--- config.mk ---
export PLATFORM = sky130hd
export DESIGN_NAME = nvme_ucq_sq_fetch
export DESIGN_NICKNAME = d
export VERILOG_FILES = /design/src/rtl/nvme_ucq_sq_fetch.sv
export SDC_FILE = /design/constraint.sdc
export NUM_CORES = 1
export LEC_CHECK = 0
export CAP_MARGIN = 30
export CELL_PAD_IN_SITES_DETAIL_PLACEMENT = 1
export CELL_PAD_IN_SITES_GLOBAL_PLACEMENT = 1
export CORE_ASPECT_RATIO = 0.5
export CORE_MARGIN = 8
export CORE_UTILIZATION = 49
export CTS_BUF_LIST = sky130_fd_sc_hd__clkbuf_2
export CTS_CLUSTER_DIAMETER = 120
export CTS_CLUSTER_SIZE = 8
export DETAILED_ROUTE_END_ITERATION = 8
export DONT_BUFFER_PORTS = 1
export HOLD_SLACK_MARGIN = 0.02
export PLACE_DENSITY_LB_ADDON = 0.1
export SLEW_MARGIN = 20
export SYNTH_ARGS = -nofsm -noshare
export SYNTH_HDL_FRONTEND = slang
export SYNTH_SLANG_ARGS = --single-unit
--- constraint.sdc ---
create_clock -name clk -period 2.45 [get_ports clk]
set_input_delay 0.1225 -clock clk [delete_from_list [all_inputs] [get_ports clk]]
set_output_delay 0.1225 -clock clk [all_outputs]
set_load 0.05 [all_outputs]
--- src/rtl/nvme_ucq_sq_fetch.sv ---
// nvme_ucq_sq_fetch: fetch sequencer for the microcode NVMe submission queue.
// Notices when the producer tail moves past the local fetch pointer, reads
// each 64B entry out of SQ memory as four 16B words, streams them to the
// command interface with first/last markers and byte-parity checking, then
// rings a single batched doorbell carrying the new tail.
module nvme_ucq_sq_fetch #(
    parameter int num_entries        = 4,
    parameter int sq_rdwidth         = 128,
    parameter int sq_par_rdwidth     = sq_rdwidth / 8,
    parameter int sq_words_per_entry = 4,
    parameter int sq_addr_width      = $clog2(num_entries * sq_words_per_entry),
    parameter int sq_ptr_width       = $clog2(num_entries)
) (
    input  logic                                   clk,
    input  logic                                   reset_n,
    input  logic [sq_ptr_width-1:0]                sq_tail,
    input  logic                                   q_reset,
    input  logic                                   sq_wr_active,
    output logic [sq_addr_width-1:0]               sq_rdaddr,
    output logic                                   sq_rdval,
    input  logic [sq_par_rdwidth+sq_rdwidth-1:0]   sq_rddata,
    input  logic                                   sq_rddata_val,
    output logic                                   cmd_valid,
    input  logic                                   cmd_ready,
    output logic [sq_par_rdwidth+sq_rdwidth-1:0]   cmd_data,
    output logic                                   cmd_first,
    output logic                                   cmd_last,
    output logic                                   db_req,
    output logic [sq_ptr_width-1:0]                db_tail,
    input  logic                                   db_ack,
    output logic [sq_ptr_width-1:0]                fetch_ptr,
    output logic                                   busy,
    output logic                                   par_err
);

    localparam logic [2:0] ST_IDLE     = 3'd0;
    localparam logic [2:0] ST_ISSUE    = 3'd1;
    localparam logic [2:0] ST_WAIT     = 3'd2;
    localparam logic [2:0] ST_SEND     = 3'd3;
    localparam logic [2:0] ST_DOORBELL = 3'd4;

    localparam logic [1:0] last_word = 2'(sq_words_per_entry - 1);

    logic [2:0]                                state_q, state_d;
    logic [1:0]                                word_idx_q, word_idx_d;
    logic [sq_ptr_width-1:0]                   fetch_ptr_q, fetch_ptr_d;
    logic [sq_ptr_width-1:0]                   fetch_ptr_inc;
    logic [sq_par_rdwidth+sq_rdwidth-1:0]      cmd_data_q, cmd_data_d;
    logic                                      par_err_q, par_err_d;
    logic                                      par_bad;

    // Odd parity per byte: each byte plus its parity bit must hold an odd number of ones.
    always_comb begin
        par_bad = 1'b0;
        for (int i = 0; i < sq_par_rdwidth; i++) begin
            if (!(^{sq_rddata[sq_rdwidth + i], sq_rddata[8*i +: 8]})) begin
                par_bad = 1'b1;
            end
        end
    end

    assign fetch_ptr_inc = fetch_ptr_q + 1'b1;

    // Next-state logic for the fetch sequencer; q_reset overrides everything.
    always_comb begin
        state_d     = state_q;
        word_idx_d  = word_idx_q;
        fetch_ptr_d = fetch_ptr_q;
        cmd_data_d  = cmd_data_q;
        par_err_d   = 1'b0;

        case (state_q)
            ST_IDLE: begin
                if (fetch_ptr_q != sq_tail) begin
                    state_d    = ST_ISSUE;
                    word_idx_d = 2'd0;
                end
            end
            ST_ISSUE: begin
                if (!sq_wr_active) begin
                    state_d = ST_WAIT;
                end
            end
            ST_WAIT: begin
                if (sq_rddata_val) begin
                    cmd_data_d = sq_rddata;
                    par_err_d  = par_bad;
                    state_d    = ST_SEND;
                end
            end
            ST_SEND: begin
                if (cmd_ready) begin
                    if (word_idx_q != last_word) begin
                        word_idx_d = word_idx_q + 2'd1;
                        state_d    = ST_ISSUE;
                    end else begin
                        word_idx_d  = 2'd0;
                        fetch_ptr_d = fetch_ptr_inc;
                        state_d     = (fetch_ptr_inc != sq_tail) ? ST_ISSUE : ST_DOORBELL;
                    end
                end
            end
            ST_DOORBELL: begin
                if (db_ack) begin
                    state_d = ST_IDLE;
                end
            end
            default: begin
                state_d = ST_IDLE;
            end
        endcase

        if (q_reset) begin
            state_d     = ST_IDLE;
            fetch_ptr_d = '0;
            word_idx_d  = 2'd0;
            par_err_d   = 1'b0;
        end
    end

    // State, pointer and output-word registers.
    always_ff @(posedge clk or negedge reset_n) begin
        if (!reset_n) begin
            state_q     <= ST_IDLE;
            word_idx_q  <= 2'd0;
            fetch_ptr_q <= '0;
            cmd_data_q  <= '0;
            par_err_q   <= 1'b0;
        end else begin
            state_q     <= state_d;
            word_idx_q  <= word_idx_d;
            fetch_ptr_q <= fetch_ptr_d;
            cmd_data_q  <= cmd_data_d;
            par_err_q   <= par_err_d;
        end
    end

    // Outputs decoded from state; the read port is yielded to SQ memory writes.
    always_comb begin
        sq_rdval  = (state_q == ST_ISSUE) && !sq_wr_active && !q_reset;
        sq_rdaddr = sq_rdval ? sq_addr_width'({fetch_ptr_q, word_idx_q}) : '0;
        cmd_valid = (state_q == ST_SEND);
        cmd_first = cmd_valid && (word_idx_q == 2'd0);
        cmd_last  = cmd_valid && (word_idx_q == last_word);
        db_req    = (state_q == ST_DOORBELL);
        db_tail   = db_req ? fetch_ptr_q : '0;
        busy      = (state_q != ST_IDLE);
    end

    assign cmd_data  = cmd_data_q;
    assign fetch_ptr = fetch_ptr_q;
    assign par_err   = par_err_q;

endmodule
==> results of run 1 <==
-- metrics by stage --
| step | std cells | setup WS [ns] | utilization, % | cell area (um2) | hold WS, ns |
|---|---|---|---|---|---|
| 3_3_place_gp | 688 | 0.476 | 52.6 | 7520 | -0.166 |
| 3_5_place_dp | 688 | 0.417 | 52.6 | 7520 | -0.166 |
| 2_1_floorplan | 491 | 0.101 | - | 7130 | -0.173 |
-- synthesized netlist by cell type (2+ instances only) --
cell       n  share of area (%)
or2b_1     2               0.21
nor2_1     4               0.21
nand3_1    2               0.14
xor2_1    20                2.5
o21ai_1    3               0.21
inv_1      3               0.16
nand2_1    9               0.47
buf_2     16                1.1
xnor2_1   88                 11
mux2_2   144                 23
dfrtp_1  152                 53
nand4_1    2               0.18
xnor3_1   12                3.8
nor4_1     3               0.26
nor3b_1    2               0.21
and2_1     8               0.70
ha_1       2               0.35
-- cell families after synthesis --
| family | Yosys count | share of synthesized area [%] |
|---|---|---|
| adder cells (fa/ha/maj) | 2 | 0.351 |
| flip-flops | 152 | 53.4 |
| AND/OR/NAND/NOR | 41 | 3.37 |
| AO/OA/AOI/OAI | 11 | 1.51 |
| multiplexers | 144 | 22.8 |
| buffers and inverters | 21 | 1.46 |
| XOR/XNOR | 120 | 17.1 |
==> reports/results.txt, run 1 <==
die width: 186 um
Main synth FF type: dfrtp_1
sequential share of the synthesized area: 53.4%
Seq cells post-synth: 152
mapped cell area: 0.00712 mm2
GP Congestion: 0.761
Ys Warns: 0
cts hold-fix bufs: 146
Starting Density: 49.7%
Synth cell types: 36
number of flops mapped to enable cells by yosys: 0
Site Rows: 31
last stage reached: clock tree synthesis
mean area per synthesized cell: 14.5 um2
Longest Clk Path Bufs: 2
Clk Tree Root Cell: clkbuf_2
Die Ht: 101 um
synthesized net count: 646
Num CTS Buffers: 17
# H-tree levels: 4
Log Error: [ERROR RSZ-0060] Max buffer count reached.
FFs w/ async S/R, synth: 100%
Resize count post-CTS: 6
outcome: did not finish
clock tree sinks: 152
post-synthesis cell count: 491
detailed placement HPWL: 14,800 um
port buffer count: 0
I/O Pins: 312
# Post-CTS Setup Buffers: 4
==> inputs of run 2 (changes only) <==
==> config.mk (replaced) <==
export PLATFORM = sky130hd
export DESIGN_NAME = nvme_ucq_sq_fetch
export DESIGN_NICKNAME = d
export VERILOG_FILES = /design/src/rtl/nvme_ucq_sq_fetch.sv
export SDC_FILE = /design/constraint.sdc
export NUM_CORES = 1
export LEC_CHECK = 0
export CAP_MARGIN = 30
export CORE_MARGIN = 8
export CORE_UTILIZATION = 34
export DETAILED_ROUTE_END_ITERATION = 8
export DONT_BUFFER_PORTS = 1
export PLACE_DENSITY_LB_ADDON = 0.15
export SLEW_MARGIN = 20
export SYNTH_ARGS = -nofsm -noshare
export SYNTH_HDL_FRONTEND = slang
export SYNTH_SLANG_ARGS = --single-unit
==> run 2 against run 1 <==
The flow now finishes, with violations (negative hold slack). Synthesized cell count stayed put. Synthesized area stayed put.
==> reports/results.txt, run 2 <==
Reg clk slew, reported paths: 0.06 ns
post-synthesis cell count: 491
crit path to: sq_rdaddr[2]
detailed placement HPWL: 14,500 um
Longest Clk Path Bufs: 2
slack of the critical path: 0.276 ns
failing checks: negative hold slack
CP Capture Type: primary output
drt first pass iters: 4
GP Congestion: 0.748
count leader, synth: dfrtp_1
Switch Pwr: 7.12 mW
VDD IR-drop max: 0.652 mV
FF-to-FF End: state_q[0]
Fin. Hold Viols: 152
Max-Cap Viols: 0
sequential share of power: 65.2%
cts hold-fix bufs: 148
DRC Markers: 0
Resize count post-CTS: 0
Switching Fraction: 52.3%
period utilization: 88.8%
vias in the first global route: 5,283
clock latency on the worst-skew pair: 0.42 ns
most common cell after layout, fill and taps aside: dfrtp_1
Vias/cell: 4.80
Starting Density: 34.3%
CP max FO: 8
Die ar.: 0.0258 mm2
FFs w/ async S/R, synth: 100%
Die Ht: 161 um
Overflow after GRT: 0
core area: 0.0208 mm2
RSZ-0062 raised after global routing: no
TritonCTS clock tree: built
max reg flops: 144
max-slew violations: 0
Max transition margin: 59.4%
CP Class: reg2out
GRT Total Usage: 15.9%
global-route wire length before repair: 32,100 um
reg-to-reg startpoint: state_q[1]
antenna violations before repair: 0
minimum clock period: 2.17 ns
hold slack: -0.592 ns
Main synth FF type: dfrtp_1
Static Leak: 4.13 nW
# setup viols final: 0
Synth cell types: 36
fmax: 460 MHz
Area Overhead vs Synth: 36.0%
top-area cell type share of the netlist area: 53.4%
Max stage delay cell, worst path: dfrtp_1
Cell Chain, Critical Path: or2b_1, nor4_2, and2_1, buf_12
clock share of power: 18.8%
Worst Tran Pin Value: 0.603 ns
Detail Route Antenna Nets: 0
min-delay worst type: in2async
outcome: finished, violations left
Ys Warns: 0
clock tree sinks: 152
Nets: 813
Seq cells post-synth: 152
commonest cells after routing, fill and taps aside: 152 x dfrtp_1, 148 x dlygate4sd3_1, 144 x mux2_2, 88 x xnor2_1, 20 x xor2_1
CP startpoint: state_q[1]
# H-tree levels: 4
CP peak stage delay: 0.48 ns
CP top delay family: simple AND/OR/NAND/NOR gates
Clock Skew: 0.00883 ns
slack of the worst reg-to-reg path: 0.44 ns
number of flops mapped to enable cells by yosys: 0
mapped cell area: 0.00712 mm2
Fin Setup TNS: 0 ns
Final Routed Wirelength: 20,700 um
ant diodes: 0
pin count of the biggest net entering global routing: 153
# Post-CTS Setup Buffers: 0
PnR Total Power: 13.6 mW
mean area per synthesized cell: 14.5 um2
I/O Pins: 312
routed len/inst: 21.8 um
critical path required time: 2.33 ns
critical path depth: 4
synthesized net count: 646
Buf/Inv on CP: 1
1st-iter DRT viols: 119
Clk Tree Root Cell: clkbuf_16
Site Rows: 53
Worst Reg-to-Reg Cells: 5
WP data arrival: 2.05 ns
most area-consuming cells after synthesis: dfrtp_1 53%, mux2_2 23%, xnor2_1 11%
share of cells above drive strength 1: 30.0%
Cell Int Power: 6.49 mW
die width: 161 um
startpoint types: flop
combinational power share: 16.0%
Num CTS Buffers: 17
DR vias: 4,543
PwrDens: 1410 mW/mm2
commonest cells in the netlist: 152 x dfrtp_1, 144 x mux2_2, 88 x xnor2_1
post-synth top area cell: dfrtp_1
port buffer count: 0
sequential share of the synthesized area: 53.4%
pre-CTS setup slack: 0.451 ns
run 2: area by class of cell:
cell class              instances  area (um2)
repair buffers                166        1720
well taps                     275         344
clock buffers                  18         429
clock inverters                14         141
inverters                       3        11.3
multi-input cells             318        3230
flip-flops and latches        152        3800
fillers                      1810       11100
run 2: worst register-to-register path, delay by kind of cell (launching register included):
kind             cells  cell delay [ns]
AO/OA/AOI/OAI        4             0.89
flip-flops           1             0.48
AND/OR/NAND/NOR      1             0.54
run 2: stage by stage:
stage	area [um2]	cells	utilization (%)
CTS	9680	946	46.6
floorplan	7130	491	-
finish	9680	946	46.6
global route	9680	946	46.6
global placement	7630	766	36.8
detailed placement	7630	766	36.8
run 2: logic make-up after synthesis:
group / count (synthesis) / share of synthesized area (%)
AOI/OAI and AO/OA: 11 / 1.51
muxes: 144 / 22.8
and+or+nand+nor: 41 / 3.37
buffers and inverters: 21 / 1.46
adders and majority gates: 2 / 0.351
DFF: 152 / 53.4
xor gates and xnor gates: 120 / 17.1
run 2: worst min path at each step:
| stage | slack (ns) | cells after the start | to | startpoint |
|---|---|---|---|---|
| floorplan | -0.17 | 0 | cmd_data[0] | reset_n |
| global placement | -0.17 | 0 | word_idx_q[1] | reset_n |
| detailed placement | -0.17 | 0 | word_idx_q[1] | reset_n |
| CTS | -0.63 | 0 | cmd_data[11] | reset_n |
| global route | -0.63 | 0 | cmd_data[53] | reset_n |
| finish | -0.59 | 0 | word_idx_q[1] | reset_n |
run 2: metal layers:
layer,GRT usage [%],share of wire [%],up-vias,routed length (um)
met4,6.06,2.1,0,439
li1,-,-,2023,-
met1,16.8,35,2285,7300
met5,0,0,-,0
met2,27.0,51,204,10500
met3,7.70,12,31,2400
run 2: power groups by stage:
stage	Clock (mW)	Combinational, mW	Sequential (mW)
after detailed placement	0	2.00	8.96
final	2.56	2.18	8.87
after CTS	2.66	2.21	8.90
after global routing	2.76	2.38	9.03
after floorplan	0	1.72	8.47
after global placement	0	1.91	8.96
No activity file was read; power rests on OpenSTA's default activity.
==> inputs of run 3 (changes only) <==
--- a/config.mk
+++ b/config.mk
@@ -5,12 +5,13 @@
 export SDC_FILE = /design/constraint.sdc
 export NUM_CORES = 1
 export LEC_CHECK = 0
+export ABC_AREA = 1
 export CAP_MARGIN = 30
 export CORE_MARGIN = 8
 export CORE_UTILIZATION = 34
 export DETAILED_ROUTE_END_ITERATION = 8
 export DONT_BUFFER_PORTS = 1
-export PLACE_DENSITY_LB_ADDON = 0.15
+export PLACE_DENSITY = 0.55
 export SLEW_MARGIN = 20
 export SYNTH_ARGS = -nofsm -noshare
 export SYNTH_HDL_FRONTEND = slang
==> run 3 against run 2 <==
The flow still finishes with violations (negative hold slack). Routed wire length grew 18%. Worst setup slack gained 0.21 ns. Register-to-register slack gained 0.05 ns. Clock-buffer cell count grew 1. Non-clock buffer count grew 5. Largest cell class unchanged.
==> reports/results.txt, run 3 <==
commonest cells after routing, fill and taps aside: 411 x nand2_1, 158 x inv_1, 152 x dfrtp_1, 149 x dlygate4sd3_1, 80 x o21ai_0
Synth cell types: 29
pre-CTS setup slack: 0.768 ns
Worst Tran Pin Value: 0.551 ns
post-synthesis cell count: 1,029
Detail Route Antenna Nets: 0
Die ar.: 0.0283 mm2
# setup viols final: 0
Die Ht: 168 um
CP Class: reg2reg
period utilization: 80.2%
max reg flops: 144
Resize count post-CTS: 0
1st-iter DRT viols: 442
Area Overhead vs Synth: 31.4%
synthesized net count: 1,184
Vias/cell: 4.70
Clock Skew: 0.00850 ns
commonest cells in the netlist: 411 x nand2_1, 158 x inv_1, 152 x dfrtp_1
min-delay worst type: in2async
post-place instance area: 0.00827 mm2
minimum clock period: 1.96 ns
PnR Total Power: 13.6 mW
Fin Setup TNS: 0 ns
FF-to-FF End: fetch_ptr[0]
# H-tree levels: 4
CP Capture Type: flop
post-synth top area cell: dfrtp_1
clock latency on the worst-skew pair: 0.42 ns
Num CTS Buffers: 17
FFs w/ async S/R, synth: 100%
CP max FO: 5
Final Routed Wirelength: 24,300 um
failing checks: negative hold slack
Max transition margin: 63.2%
placed insts: 1,308
ant diodes: 0
# Post-CTS Setup Buffers: 0
cts hold-fix bufs: 149
detailed placement HPWL: 17,200 um
final instance area: 0.0103 mm2
top-area cell type share of the netlist area: 48.3%
crit path to: fetch_ptr[0]
most area-consuming cells after synthesis: dfrtp_1 48%, nand2_1 20%, inv_1 7.5%
vias in the first global route: 7,274
Worst Reg-to-Reg Cells: 8
Reg clk slew, reported paths: 0.07 ns
count leader, synth: nand2_1
drt first pass iters: 4
global-route wire length before repair: 38,700 um
CP startpoint: state_q[2]
slack of the worst reg-to-reg path: 0.49 ns
GRT Total Usage: 17.1%
Overflow after GRT: 0
DR vias: 6,995
Site Rows: 55
slack of the critical path: 0.486 ns
startpoint types: flop
reg-to-reg startpoint: state_q[2]
critical path required time: 2.75 ns
Ys Warns: 0
clock tree sinks: 152
hold slack: -0.604 ns
mapped cell area: 0.00787 mm2
VDD IR-drop max: 0.827 mV
fmax: 509 MHz
I/O Pins: 312
routed len/inst: 16.3 um
outcome: finished, violations left
RSZ-0062 raised after global routing: no
antenna violations before repair: 0
Seq cells post-synth: 152
GP Congestion: 0.787
DRC Markers: 0
pin count of the biggest net entering global routing: 153
PwrDens: 1310 mW/mm2
die width: 168 um
Util after Layout: 45.5%
Clk Tree Root Cell: clkbuf_16
Static Leak: 5.54 nW
number of flops mapped to enable cells by yosys: 0
WP data arrival: 2.26 ns
share of cells above drive strength 1: 7.97%
Final Non-Filler Cells: 1,489
max-slew violations: 0
Cell Chain, Critical Path: nor2_4, nand2_4, nor2_1, buf_4, nand2_1, nor2_1, nor3_1, dlygate4sd3_1
Most Frequent Cell on Critical Path: nor2_1
Starting Density: 34.7%
Nets: 1,346
core area: 0.0227 mm2
Max-Cap Viols: 0
TritonCTS clock tree: built
most common cell after layout, fill and taps aside: nand2_1
CP peak stage delay: 0.56 ns
Longest Clk Path Bufs: 2
port buffer count: 0
Max stage delay cell, worst path: dlygate4sd3_1
sequential share of the synthesized area: 48.3%
Main synth FF type: dfrtp_1
mean area per synthesized cell: 7.65 um2
Fin. Hold Viols: 152
[run 3: cell types whose count changed in the layout (fill, tap and decap cells not counted), moves of 8 or more]
cell / before / now
xor2_1: 20 / 4
mux2_2: 144 / 20
and2_1: 8 / 0
nand4_1: 2 / 12
o21ai_1: 3 / 35
o21ai_0: 1 / 80
buf_4: 10 / 20
mux2_4: 0 / 12
nand3_1: 1 / 55
inv_1: 3 / 158
xnor3_1: 12 / 0
nand2_1: 9 / 411
nor2_1: 4 / 19
xnor2_1: 88 / 15
[run 3: power breakdown]
part / switching [mW] / leakage, nW / internal [mW]
Clock: 1.13 / 0.271 / 1.45
Sequential: 5.00 / 1.89 / 3.58
Combinational: 1.26 / 3.38 / 1.15
[run 3: kinds of logic (layout without fill, tap and decap cells)]
group | count (synthesis) | after routing | synth area share [%]
fa+ha+maj | 2 | 2 | 0.318
xor+xnor | 19 | 19 | 2.11
mux | 32 | 32 | 5.15
simple gates | 514 | 514 | 26.6
buf+inv | 188 | 363 | 9.65
flops | 152 | 152 | 48.3
compound gates | 122 | 122 | 7.87
[run 3: area by class of cell]
type,instances,area (um2)
Clock buffer,19,443
Multi-Input combinational cell,689,3320
Fill cell,2185,12400
Clock inverter,13,135
Tap cell,285,357
Sequential cell,152,3800
Timing Repair Buffer,171,1680
Inverter,160,601
[run 3: per-layer routing]
metal	track usage (%)	vias to the layer above	wire length, um
met2	28.7	263	11400
met4	4.66	0	421
met1	19.4	3179	9790
met5	0	-	0
met3	7.95	34	2770
li1	-	3519	-
[run 3: how the worst min path moves through the flow]
stage | from | endpoint | slack, ns | cells past startpoint
2_1_floorplan | reset_n | cmd_data[0] | -0.17 | 0
3_3_place_gp | reset_n | cmd_data[68] | -0.17 | 0
4_1_cts | reset_n | cmd_data[68] | -0.63 | 0
6_report | reset_n | cmd_data[68] | -0.60 | 0
5_1_grt | reset_n | cmd_data[10] | -0.65 | 0
3_5_place_dp | reset_n | cmd_data[68] | -0.17 | 0
[run 3: critical path: cells and delay by family (launching register included)]
family / cells / cell delay, ns
buffers and inverters: 2 / 0.79
flip-flops: 1 / 0.45
AND/OR/NAND/NOR: 6 / 0.61
